File: src/rtl/fetch_pc_gen_pkg.sv
// Shared definitions for the fetch PC generator: default widths, the
// fetch-group size helper and the two-state fetch FSM encoding.
package fetch_pc_gen_pkg;

  localparam int FPC_PC_WIDTH    = 32;
  localparam int FPC_ISSUE_WIDTH = 2;
  localparam int FPC_INSTR_BYTES = 4;

  typedef enum logic {
    FPC_IDLE = 1'b0,
    FPC_RUN  = 1'b1
  } fpc_state_e;

  // Bytes covered by one fetch group.
  function automatic int fpc_group_bytes(input int issue_width, input int instr_bytes);
    return issue_width * instr_bytes;
  endfunction

  // Width needed to name a lane inside a group (at least one bit).
  function automatic int fpc_off_width(input int issue_width);
    return (issue_width > 1) ? $clog2(issue_width) : 1;
  endfunction

endpackage

File: src/rtl/fpc_redirect_arb.sv
// Priority select of the exception and per-lane redirects. The exception
// wins, otherwise the lowest-index requesting lane. Produces the
// instruction-aligned target, a misalignment flag and the lane offset of
// the target inside its fetch group.
module fpc_redirect_arb
  import fetch_pc_gen_pkg::*;
#(
  parameter int PC_WIDTH    = FPC_PC_WIDTH,
  parameter int ISSUE_WIDTH = FPC_ISSUE_WIDTH,
  parameter int INSTR_BYTES = FPC_INSTR_BYTES,
  parameter int OFF_W       = fpc_off_width(ISSUE_WIDTH)
) (
  input  logic [ISSUE_WIDTH-1:0]          redirect_i,
  input  logic [ISSUE_WIDTH*PC_WIDTH-1:0] redirect_pc_i,
  input  logic                            exc_i,
  input  logic [PC_WIDTH-1:0]             exc_pc_i,
  output logic                            take_o,
  output logic [PC_WIDTH-1:0]             target_o,
  output logic                            misalign_o,
  output logic [OFF_W-1:0]                lane_off_o
);

  localparam int GROUP_BYTES = fpc_group_bytes(ISSUE_WIDTH, INSTR_BYTES);
  localparam int IB_SHIFT    = $clog2(INSTR_BYTES);
  localparam logic [PC_WIDTH-1:0] IB_MASK = PC_WIDTH'(INSTR_BYTES - 1);

  logic [PC_WIDTH-1:0] raw_pc;
  logic [PC_WIDTH-1:0] group_off;

  // Pick the winning request; scanning from the top lets lower lanes override.
  always_comb begin
    take_o = 1'b0;
    raw_pc = '0;
    for (int i = ISSUE_WIDTH - 1; i >= 0; i--) begin
      if (redirect_i[i]) begin
        take_o = 1'b1;
        raw_pc = redirect_pc_i[i*PC_WIDTH +: PC_WIDTH];
      end
    end
    if (exc_i) begin
      take_o = 1'b1;
      raw_pc = exc_pc_i;
    end
    misalign_o = |(raw_pc & IB_MASK);
    target_o   = raw_pc & ~IB_MASK;
    group_off  = target_o % PC_WIDTH'(GROUP_BYTES);
    lane_off_o = OFF_W'(group_off >> IB_SHIFT);
  end

endmodule

File: src/rtl/fetch_pc_gen.sv
// N-wide fetch PC generator: presents ISSUE_WIDTH consecutive lane PCs per
// group over a valid/ready handshake, takes prioritised redirects, optionally
// aligns to group boundaries with lane masking, and tags groups with an epoch.
module fetch_pc_gen
  import fetch_pc_gen_pkg::*;
#(
  parameter int                  PC_WIDTH     = FPC_PC_WIDTH,
  parameter int                  ISSUE_WIDTH  = FPC_ISSUE_WIDTH,
  parameter int                  INSTR_BYTES  = FPC_INSTR_BYTES,
  parameter int                  ALIGN_GROUP  = 1,
  parameter logic [PC_WIDTH-1:0] RESET_VECTOR = '0,
  parameter int                  EPOCH_WIDTH  = 3
) (
  input  logic                            fpc_i_clk,
  input  logic                            fpc_i_rst,
  input  logic                            fpc_i_ce,
  input  logic                            fpc_i_ready,
  input  logic [ISSUE_WIDTH-1:0]          fpc_i_redirect,
  input  logic [ISSUE_WIDTH*PC_WIDTH-1:0] fpc_i_redirect_pc,
  input  logic                            fpc_i_exc,
  input  logic [PC_WIDTH-1:0]             fpc_i_exc_pc,
  output logic                            fpc_o_valid,
  output logic [ISSUE_WIDTH*PC_WIDTH-1:0] fpc_o_pc,
  output logic [ISSUE_WIDTH-1:0]          fpc_o_lane_valid,
  output logic [EPOCH_WIDTH-1:0]          fpc_o_epoch,
  output logic                            fpc_o_misalign
);

  localparam int GROUP_BYTES = fpc_group_bytes(ISSUE_WIDTH, INSTR_BYTES);
  localparam int OFF_W       = fpc_off_width(ISSUE_WIDTH);
  localparam int IB_SHIFT    = $clog2(INSTR_BYTES);

  fpc_state_e                    state_q, state_d;
  logic [PC_WIDTH-1:0]           base_q, base_d;
  logic [ISSUE_WIDTH*PC_WIDTH-1:0] pc_q, pc_d;
  logic [ISSUE_WIDTH-1:0]        lane_valid_q, lane_valid_d;
  logic [EPOCH_WIDTH-1:0]        epoch_q, epoch_d;
  logic                          misalign_q, misalign_d;

  logic                          arb_take;
  logic [PC_WIDTH-1:0]           arb_target;
  logic                          arb_misalign;
  logic [OFF_W-1:0]              arb_lane_off;
  logic [PC_WIDTH-1:0]           aligned_base;

  // Lane i PC is base + i*INSTR_BYTES, wrapping silently.
  function automatic logic [ISSUE_WIDTH*PC_WIDTH-1:0] lane_pcs(input logic [PC_WIDTH-1:0] b);
    logic [ISSUE_WIDTH*PC_WIDTH-1:0] r;
    r = '0;
    for (int i = 0; i < ISSUE_WIDTH; i++) begin
      r[i*PC_WIDTH +: PC_WIDTH] = b + PC_WIDTH'(i * INSTR_BYTES);
    end
    return r;
  endfunction

  fpc_redirect_arb #(
    .PC_WIDTH    (PC_WIDTH),
    .ISSUE_WIDTH (ISSUE_WIDTH),
    .INSTR_BYTES (INSTR_BYTES),
    .OFF_W       (OFF_W)
  ) u_arb (
    .redirect_i    (fpc_i_redirect),
    .redirect_pc_i (fpc_i_redirect_pc),
    .exc_i         (fpc_i_exc),
    .exc_pc_i      (fpc_i_exc_pc),
    .take_o        (arb_take),
    .target_o      (arb_target),
    .misalign_o    (arb_misalign),
    .lane_off_o    (arb_lane_off)
  );

  assign aligned_base = arb_target - (PC_WIDTH'(arb_lane_off) << IB_SHIFT);

  // Next state: redirects beat the handshake; the FSM only follows fetch enable.
  always_comb begin
    state_d      = state_q;
    base_d       = base_q;
    lane_valid_d = lane_valid_q;
    epoch_d      = epoch_q;
    misalign_d   = 1'b0;
    if (arb_take) begin
      epoch_d    = epoch_q + EPOCH_WIDTH'(1);
      misalign_d = arb_misalign;
      if (ALIGN_GROUP != 0) begin
        base_d = aligned_base;
        for (int i = 0; i < ISSUE_WIDTH; i++) begin
          lane_valid_d[i] = (32'(i) >= 32'(arb_lane_off));
        end
      end else begin
        base_d       = arb_target;
        lane_valid_d = '1;
      end
    end else if (state_q == FPC_RUN && fpc_i_ready) begin
      base_d       = base_q + PC_WIDTH'(GROUP_BYTES);
      lane_valid_d = '1;
    end
    case (state_q)
      FPC_IDLE: if (fpc_i_ce)  state_d = FPC_RUN;
      FPC_RUN:  if (!fpc_i_ce) state_d = FPC_IDLE;
      default:  state_d = FPC_IDLE;
    endcase
    pc_d = lane_pcs(base_d);
  end

  // State and output registers with synchronous reset.
  always_ff @(posedge fpc_i_clk) begin
    if (fpc_i_rst) begin
      state_q      <= FPC_IDLE;
      base_q       <= RESET_VECTOR;
      pc_q         <= lane_pcs(RESET_VECTOR);
      lane_valid_q <= '1;
      epoch_q      <= '0;
      misalign_q   <= 1'b0;
    end else begin
      state_q      <= state_d;
      base_q       <= base_d;
      pc_q         <= pc_d;
      lane_valid_q <= lane_valid_d;
      epoch_q      <= epoch_d;
      misalign_q   <= misalign_d;
    end
  end

  assign fpc_o_valid      = (state_q == FPC_RUN);
  assign fpc_o_pc         = pc_q;
  assign fpc_o_lane_valid = lane_valid_q;
  assign fpc_o_epoch      = epoch_q;
  assign fpc_o_misalign   = misalign_q;

endmodule

File: config.mk
export PLATFORM = sky130hd
export DESIGN_NAME = fetch_pc_gen
export DESIGN_NICKNAME = d
export VERILOG_FILES = /design/src/rtl/fetch_pc_gen_pkg.sv /design/src/rtl/fpc_redirect_arb.sv /design/src/rtl/fetch_pc_gen.sv
export SDC_FILE = /design/constraint.sdc
export NUM_CORES = 1
export LEC_CHECK = 0
export CAP_MARGIN = 40
export CORE_AREA = 4 4 98 100
export CTS_CLUSTER_DIAMETER = 40
export DETAILED_ROUTE_END_ITERATION = 8
export DIE_AREA = 0 0 102 104
export PLACE_DENSITY = 0.86
export SLEW_MARGIN = 5
export SYNTH_ARGS = -nofsm -noshare
export SYNTH_HDL_FRONTEND = slang
export SYNTH_SLANG_ARGS = --single-unit
File: constraint.sdc
create_clock -name fpc_i_clk -period 5.9 [get_ports fpc_i_clk]
set_input_delay 0.885 -clock fpc_i_clk [delete_from_list [all_inputs] [get_ports fpc_i_clk]]
set_output_delay 0.885 -clock fpc_i_clk [all_outputs]
set_load 0.02 [all_outputs]
# [After elaboration in Yosys (flattened, before gate mapping)]
# Cells that the tools add are included.
[word_totals] register_bits=102 inputBits=103
[op_classes] addsub=4 n_bitwise=1 order_cmp=1 reduce_logical=4 mux=11
[ops] operator="$mux 32" count=5
[ops] operator="$add 32x3->32 const B" count=1
[ops] operator="$add 32x4->32 const B" count=1
[ops] operator="$sub 32x3->32" count=1
[ops] operator="$mux 1" count=6
[ops] operator="$reduce_or 2->1" count=2
[ops] operator="$add 3x1->3 const B" count=1
[ops] operator="$reduce_bool 2->1" count=1
[ops] operator="$ge 1x1->1 const A" count=1
[ops] operator="$logic_and 1x1->1" count=1
[ops] operator="$not 1->1" count=1

# [Longest topological paths before layout]
# Gate-level depths: netlist (run 1).
[depth] ltp_word=6 mapped_depth=13 depth_no_buf=10

# [By module]
# Synthesis (run 1) repeated with hierarchy kept, for this count alone.
[unflattened] cells_unflattened=613 area_unflattened_um2=5191.2
[by_module_without_submodules] mod="fetch_pc_gen" area_per_inst_um2=4345.4 seq_area_each_um2=1361.3 n_inst=1 cells_each=496
[by_module_without_submodules] mod="fpc_redirect_arb" area_per_inst_um2=845.8 seq_area_each_um2=0.0 n_inst=1 cells_each=117

# [Least setup slack after synthesis (run 1)]
# OpenSTA, ideal clock, no wires.
[synth_path] path_kind="input to register" from="in fpc_i_exc" to="reg pc_q[58], in the netlist fpc_o_pc[58]" cell_stages=13 path_slack_ps=2127 arrival_time_ps=3650 setup_time_ps=123 n_path_buf=5 t_required_ps=5777 cell_sequence="buf_2 clkbuf_1 clkbuf_1 clkbuf_1 nor2_1 nor3_1 ha_1 nor3b_2 nand4_1 or2_1 clkbuf_1 nor4_1 mux2_1"
[synth_via] elab_chain_cells=4 elab_cells_between_ends=5 classes_between="add/sub: 2; mux: 3"
[synth_rtl] item="start: declaration" line="fetch_pc_gen.sv:20" rtl="input logic fpc_i_exc,"
[synth_rtl] item="$mux 32" line="fpc_redirect_arb.sv:40" rtl="if (exc_i) begin"
[synth_rtl] item="$sub 32x3->32" line="fetch_pc_gen.sv:72" rtl="assign aligned_base = arb_target - (PC_WIDTH'(arb_lane_off) << IB_SHIFT);"
[synth_rtl] item="$mux 32 *" line="fetch_pc_gen.sv:81" rtl="if (arb_take) begin"
[synth_rtl] item="via base_d[3]" line="fetch_pc_gen.sv:34" rtl="logic [PC_WIDTH-1:0] base_q, base_d;"
[synth_rtl] item="$add 32x3->32 *" line="fetch_pc_gen.sv:51" rtl="r[i*PC_WIDTH +: PC_WIDTH] = b + PC_WIDTH'(i * INSTR_BYTES);"
[synth_rtl] item="end signal: assignment" line="fetch_pc_gen.sv:110" rtl="pc_q <= lane_pcs(RESET_VECTOR);"
[synth_rtl] item="end signal: assignment" line="fetch_pc_gen.sv:117" rtl="pc_q <= pc_d;"
[synth_rtl] item="end: declaration" line="fetch_pc_gen.sv:35" rtl="logic [ISSUE_WIDTH*PC_WIDTH-1:0] pc_q, pc_d;"
# The timed path passes the listed nets; every way through them passes the cells marked *.
# A chain may end at the register's enable or synchronous reset.

# [Worst setup path in the final report (run 1)]
[layout_path] from="in fpc_i_ready" to="reg pc_q[58], in the netlist fpc_o_pc[58]"
[layout_via] elab_chain_cells=4
[layout_rtl] item="start: declaration" line="fetch_pc_gen.sv:17" rtl="input logic fpc_i_ready,"
[layout_rtl] item="$logic_and 1x1->1" line="fetch_pc_gen.sv:93" rtl="end else if (state_q == FPC_RUN && fpc_i_ready) begin"
[layout_rtl] item="$mux 32" line="fetch_pc_gen.sv:93"
[layout_rtl] item="$mux 32" line="fetch_pc_gen.sv:81"
[layout_rtl] item="$add 32x3->32" line="fetch_pc_gen.sv:51"
# No other way between the ends.

==> results.tsv, run 1 <==
stage	metric	value	unit
outcome	status	finished, final reports clean	
worst_setup_path	reg2reg start	fpc_o_valid	
global_route	Congestion Overflow GR	0	
worst_setup_path	most used cell, CP	nor4_1	
sta	Final Skew	0.0124	ns
placed_design	Final GP Congestion	0.940	
routing	ANT nets after route	0	
worst_setup_path	cell count of the worst reg-to-reg path	8	
yosys	cells after synthesis	499	
yosys	Yosys top cell area share	33.4	%
yosys	Seq/Total Area, Yosys	33.4	%
yosys	Yosys reg bits	66	
sta	worst setup margin	1.24	ns
power_and_ir_drop	PD cells	220	nW/um^2
die	I/O pins	174	
worst_setup_path	crit-path cells	clkdlybuf4s50_1 -> nand4_1 -> nor4_1 -> xnor2_1 -> o221ai_1 -> or4_1 -> or2_1 -> nor4_1 -> mux2_1	
sta	Slew HR	38.6	%
global_route	first-pass GRT wire length	23.8	mm
run	max_cap viols	0	
clock_network	Root Driver	clkbuf_8	
placed_design	Place WS	1.04	ns
routing	DR WL/cell	20.0	um
yosys	syn avg cell area	7.93	sq um
clock_network	# resized after CTS	0	
clock_network	CTS tree	yes	
yosys	Post-synth EDFFs	0	
worst_setup_path	element type at the critical path end	register	
clock_network	CTS Sinks	66	
clock_network	htree depth	3	
final_layout	Synth-to-Final Area Change	49.7	%
routing	DRC errors left	0	
final_layout	Nets	761	
global_route	number of global-route vias before repair	4549	
routing	Vias	4492	
clock_network	clock buffer depth	2	
routing	TritonRoute pass-1 iters	7	
yosys	cell taking the most area after synthesis	dfxtp_1	
sta	Tcrit/Tclk final	78.9	%
clock_network	Post-CTS Hold Fix Bufs	0	
clock_network	Clk pin slew, worst setup/hold paths	0.09	ns
die	Core Region	8680	sq um
worst_setup_path	kind of critical path	input port to register	
power_and_ir_drop	Tot Pwr	1.31	mW
yosys	synth warn	0	
worst_setup_path	CP endpoint	fpc_o_pc[58]	
worst_setup_path	CP required	6.15	ns
sta	pins over their slew limit	0	
yosys	Mapped Area	3960	sq um
worst_setup_path	CP startpoint kind	input port	
yosys	most area-consuming cells after synthesis	dfxtp_1 33%, nor2_1 7.0%, nand2_1 4.0%	
sta	Worst-Margin Slew	0.921	ns
sta	RSZ-0062 raised after global routing	no	
placed_design	Port-buffer cells	168	
global_route	number of antenna violations at the first check in global routing	0	
sta	FMAX	0.215	GHz
yosys	FFs w/ async S/R, synth	0	%
routing	vias per cell	5.85	
worst_setup_path	CP max FO	13	
routing	iteration-0 DRC count of the detailed router	330	
routing	routed wire length	15.4	mm
final_layout	share of cells above drive strength 1	7.42	%
clock_network	clock insertion delay at the later pin of the skew report	0.37	ns
sta	minimum clock period	4.66	ns
worst_setup_path	crit path launch	fpc_i_ready	
clock_network	CTS Buf Count	9	
placed_design	hpwl dp	11.7	mm
min_path	Worst Hold Class	register to register	
power_and_ir_drop	P_leak	2.17	nW
worst_setup_path	R2R Setup Slk	1.85	ns
global_route	largest net degree at the start of global routing	42	
yosys	ys flop type	dfxtp_1	
sta	setup_tns	0	ns
worst_setup_path	slowest stage delay, CP	0.78	ns
die	Rows	34	
worst_setup_path	Crit-path slowest cell	nor4_1	
clock_network	postcts setup bufs	0	
worst_setup_path	CP arrival	4.91	ns
die	Die W	102	um
die	Starting Density	45.6	%
final_layout	n_diodes	0	
power_and_ir_drop	Peak supply drop	137	uV
global_route	GRT Util Overall	28.6	%
die	Die H	104	um
worst_setup_path	reg2reg end	fpc_o_pc[58]	
sta	final hold vios	0	
die	Die ar.	10600	sq um
sta	final setup fails	0	
yosys	Distinct cells, synth	63	
[cells by family after synthesis]
group	synth area share, %
compound gates	18.0
xor+xnor	6.42
fa+ha+maj	0.948
buf+inv	5.12
flops	33.4
mux	2.28
other cells	0.190
simple gates	33.6
[cells in the final DEF, fill, tap and decap left out, types with 6 or more instances in the layout]
| master | count |
|---|---|
| a21oi_1 | 13 |
| a22oi_1 | 8 |
| and4_1 | 7 |
| buf_4 | 6 |
| clkbuf_8 | 9 |
| clkdlybuf4s50_1 | 166 |
| dfxtp_1 | 66 |
| inv_1 | 8 |
| nand2_1 | 42 |
| nand3_1 | 16 |
| nand4_1 | 8 |
| nor2_1 | 74 |
| nor2b_1 | 13 |
| nor3_1 | 26 |
| nor4_1 | 13 |
| o21a_1 | 6 |
| o21ai_0 | 15 |
| o221ai_1 | 6 |
| o22ai_1 | 13 |
| o31ai_1 | 9 |
| or3_1 | 7 |
| xnor2_1 | 15 |
| xor2_1 | 14 |
[synth_stat cells (3+ instances only)]
cell and number:
nand3_1 16, nand2b_1 3, or4_1 4, nor2b_1 13, o31ai_1 9, nor3_1 26, ha_1 3, a22oi_1 8
a221oi_1 4, nor4_1 13, nand4_2 3, o22ai_1 13, xor2_1 14, dfxtp_1 66, inv_1 8, nand4_1 8
clkbuf_1 18, or2_1 3, nor3b_1 3, o21ai_0 15, and2_1 4, buf_4 6, o221ai_1 6, xnor2_1 15
buf_2 6, mux2_1 3, and3_1 4, and4_1 7, nand3b_1 5, a21oi_1 13, nor4_2 4, mux2_2 5
a2bb2oi_1 5, o21a_1 6, a31oi_1 4, nand2_1 42, nor2_1 74, or3_1 7
[through the flow]
stage | instance area (sq um) | utilization, % | std cells | hold slack (ns)
floorplan | 3970 | - | 502 | 0.546
global route | 5930 | 68.3 | 768 | 0.523
CTS | 5930 | 68.3 | 768 | 0.480
global placement | 5650 | 65.1 | 750 | 0.466
detailed placement | 5700 | 65.7 | 752 | 0.467
finish | 5930 | 68.3 | 768 | 0.484
[cell type report]
| type | count | area (sq um) |
|---|---|---|
| timing repair buffer | 176 | 1770 |
| inverter | 8 | 30.0 |
| fill | 735 | 2750 |
| sequential | 66 | 1320 |
| clock inverter | 7 | 98.8 |
| tap | 108 | 135 |
| clock buffer | 9 | 124 |
| multi-input combinational | 394 | 2450 |
[worst min-delay path by stage]
stage	depth (start not counted)	slack, ns	end	from
3_3_place_gp	2	0.47	fpc_o_epoch[1]	fpc_o_epoch[1]
4_1_cts	2	0.48	fpc_o_epoch[1]	fpc_o_epoch[1]
6_report	2	0.48	fpc_o_epoch[1]	fpc_o_epoch[1]
2_1_floorplan	2	0.55	fpc_o_epoch[1]	fpc_o_epoch[1]
3_5_place_dp	2	0.47	fpc_o_epoch[1]	fpc_o_epoch[1]
5_1_grt	2	0.52	fpc_o_epoch[1]	fpc_o_epoch[1]
[per-layer routing]
layer	wire, um	up-vias	track usage, %	part of all wire (%)
li1	-	2121	-	-
met1	5810	2072	34.0	38
met2	7550	260	48.7	49
met3	1500	39	6.37	9.7
met4	512	0	12.2	3.3
met5	0	-	0	0
[state kept, by name (all words and copies together) (netlist names)]
signal            count
fpc_o_pc             31
base_q               29
fpc_o_epoch           3
fpc_o_lane_valid      1
fpc_o_misalign        1
fpc_o_valid           1
[critical path, delay by kind of cell]
family	cells	cell delay, ns
xor+xnor	1	0.20
compound gates	1	0.23
mux	1	0.37
buf+inv	1	0.55
simple gates	5	2.66
[report_power, final]
part	switching (mW)	total, mW	leakage (nW)	internal (mW)
Combinational	0.171	0.345	1.52	0.174
Sequential	0.0329	0.512	0.549	0.479
Clock	0.209	0.450	0.110	0.241
Total	0.413	1.31	2.17	0.894
(Power assumes the default switching activity.)
==> run 2: changes to the inputs <==
--- a/config.mk
+++ b/config.mk
@@ -6,11 +6,11 @@
 export NUM_CORES = 1
 export LEC_CHECK = 0
 export CAP_MARGIN = 40
-export CORE_AREA = 4 4 98 100
+export CORE_AREA = 4 4 101 103
 export CTS_CLUSTER_DIAMETER = 40
 export DETAILED_ROUTE_END_ITERATION = 8
-export DIE_AREA = 0 0 102 104
-export PLACE_DENSITY = 0.86
+export DIE_AREA = 0 0 105 107
+export PLACE_DENSITY = 0.81
 export SLEW_MARGIN = 5
 export SYNTH_ARGS = -nofsm -noshare
 export SYNTH_HDL_FRONTEND = slang
==> constraint.sdc (replaced) <==
create_clock -name fpc_i_clk -period 4.7 [get_ports fpc_i_clk]
set_input_delay 0.705 -clock fpc_i_clk [delete_from_list [all_inputs] [get_ports fpc_i_clk]]
set_output_delay 0.705 -clock fpc_i_clk [all_outputs]
set_load 0.02 [all_outputs]
==> results.tsv, run 2 (same netlist as run 1, synthesis figures left out) <==
stage	metric	value	unit	change
outcome	status	finished, final reports clean		
sta	Tcrit/Tclk final	83.6	%	
routing	ANT nets after route	0		unchanged
global_route	number of antenna violations at the first check in global routing	0		unchanged
routing	DR WL/cell	18.9	um	-5.5%
worst_setup_path	CP required	4.93	ns	-1.22 ns
final_layout	Final Instance Area	5980	sq um	+0.95%
sta	setup_tns	0	ns	unchanged
die	Die ar.	11200	sq um	+5.9%
worst_setup_path	CP arrival	4.16	ns	-0.75 ns
sta	FMAX	0.255	GHz	
final_layout	share of cells above drive strength 1	8.81	%	+1.4 points
final_layout	Synth-to-Final Area Change	51.1	%	
die	Core Region	9200	sq um	+6.0%
clock_network	htree depth	3		unchanged
worst_setup_path	CP startpoint kind	input port		
die	Die H	107	um	+2.9%
sta	final setup fails	0		unchanged
routing	routed wire length	14.8	mm	-3.9%
power_and_ir_drop	PD cells	270	nW/um^2	+23%
sta	minimum clock period	3.93	ns	
routing	iteration-0 DRC count of the detailed router	334		+1.2%
worst_setup_path	most used cell, CP	buf_4		
worst_setup_path	CP max FO	13		unchanged
routing	vias per cell	5.82		-0.48%
worst_setup_path	slowest stage delay, CP	0.64	ns	-0.14 ns
die	I/O pins	174		unchanged
clock_network	# resized after CTS	0		unchanged
worst_setup_path	crit path launch	fpc_i_redirect[1]		
sta	RSZ-0062 raised after global routing	no		
min_path	hold path start	fpc_o_epoch[1]		
run	max_cap viols	0		unchanged
worst_setup_path	reg2reg start	base_q[3]		
routing	Vias	4546		+1.2%
routing	TritonRoute pass-1 iters	4		-3
sta	Slew HR	56.2	%	+18 points
clock_network	clock buffer depth	2		unchanged
power_and_ir_drop	Peak supply drop	131	uV	-4.6%
sta	Worst-Margin Slew	0.651	ns	-0.271 ns
die	Die W	105	um	+2.9%
clock_network	Root Driver	clkbuf_8		
final_layout	most frequent cells in the layout	166 x clkdlybuf4s50_1, 74 x nor2_1, 66 x dfxtp_1		
final_layout	Non-Filler Instances	781		+1.7%
placed_design	Port-buffer cells	168		unchanged
clock_network	CTS tree	yes		
clock_network	CTS Sinks	66		unchanged
placed_design	hpwl dp	11.6	mm	-0.84%
clock_network	clock insertion delay at the later pin of the skew report	0.35	ns	-0.02 ns
global_route	number of global-route vias before repair	4561		+0.26%
global_route	first-pass GRT wire length	23.1	mm	-3.0%
worst_setup_path	element type at the critical path end	register		
global_route	Congestion Overflow GR	0		unchanged
worst_setup_path	crit-path cells	clkdlybuf4s50_1 -> nand2b_1 -> buf_4 -> o22a_1 -> nor2_1 -> nor3_1 -> ha_1 -> nor3b_2 -> buf_4 -> nand4_1 -> or2_1 -> nor4_1 -> mux2_1		
final_layout	Fill cells	796		+8.3%
worst_setup_path	Crit-path slowest cell	clkdlybuf4s50_1		
final_layout	max FFs per register	31		unchanged
final_layout	most common cell after layout, fill and taps aside	clkdlybuf4s50_1		
global_route	GRT Util Overall	25.6	%	-3.0 points
sta	final hold vios	0		unchanged
clock_network	Post-CTS Hold Fix Bufs	0		unchanged
power_and_ir_drop	P_leak	2.21	nW	+1.7%
final_layout	Nets	771		+1.3%
die	Rows	35		+2.9%
placed_design	placed instance count	765		+1.7%
sta	pins over their slew limit	0		unchanged
placed_design	Placed Instance Area	5760	sq um	+0.90%
min_path	Worst Hold Class	register to register		
clock_network	CTS Buf Count	9		unchanged
placed_design	Final GP Congestion	0.906		-3.6%
die	Starting Density	43.0	%	-2.6 points
global_route	largest net degree at the start of global routing	39		-7.1%
sta	Final Skew	0.0123	ns	-0.0000715 ns
worst_setup_path	kind of critical path	input port to register		
clock_network	postcts setup bufs	0		unchanged
routing	DRC errors left	0		unchanged
clock_network	Clk pin slew, worst setup/hold paths	0.08	ns	about the same
final_layout	n_diodes	0		unchanged
run 2: final timing paths:
check | slack (ns) | cells past startpoint | endpoint
setup / recovery | 0.77 | 13 | fpc_o_pc[58]
hold / removal | 0.49 | 2 | fpc_o_epoch[1]
setup reg to reg | 1.15 | 10 | fpc_o_pc[58]
hold reg to reg | 0.49 | 2 | fpc_o_epoch[1]
run 2: power breakdown:
part | internal [mW] | total (mW) | switching, mW
Sequential | 0.601 | 0.641 | 0.0403
Clock | 0.314 | 0.544 | 0.230
Combinational | 0.220 | 0.432 | 0.211
Total | 1.14 | 1.62 | 0.482
run 2: critical path: cells and delay by family:
kind | cells | cell delay [ns]
buffers and inverters | 3 | 1.05
AOI/OAI and AO/OA | 1 | 0.15
muxes | 1 | 0.36
adders and majority gates | 1 | 0.20
and+or+nand+nor | 7 | 1.66
run 2: final cells by class:
type	count	area [sq um]	area share (%)
Inverter	8	30.0	0.502
Sequential cell	66	1320	22.1
Clock buffer	10	138	2.30
Multi-Input combinational cell	394	2450	40.9
Timing Repair Buffer	186	1820	30.4
Tap cell	111	139	2.32
Clock inverter	6	90.1	1.51
run 2: per-stage QoR:
stage / hold WS [ns] / total power [mW] / utilization (%) / worst slack (ns)
global placement: 0.466 / 1.07 / 62.4 / 0.643
detailed placement: 0.475 / 1.08 / 62.6 / 0.447
CTS: 0.486 / 1.62 / 65.1 / 0.793
global route: 0.511 / 1.68 / 65.1 / 0.580
floorplan: 0.546 / 0.853 / - / 1.11
finish: 0.486 / 1.62 / 65.1 / 0.771
run 2: metal layers:
layer	GRT usage [%]	share of wire (%)	vias to the layer above
met5	0	0	-
met2	44.6	50	220
met4	8.81	2.0	0
met3	7.10	8.3	29
met1	30.2	39	2157
li1	-	-	2140
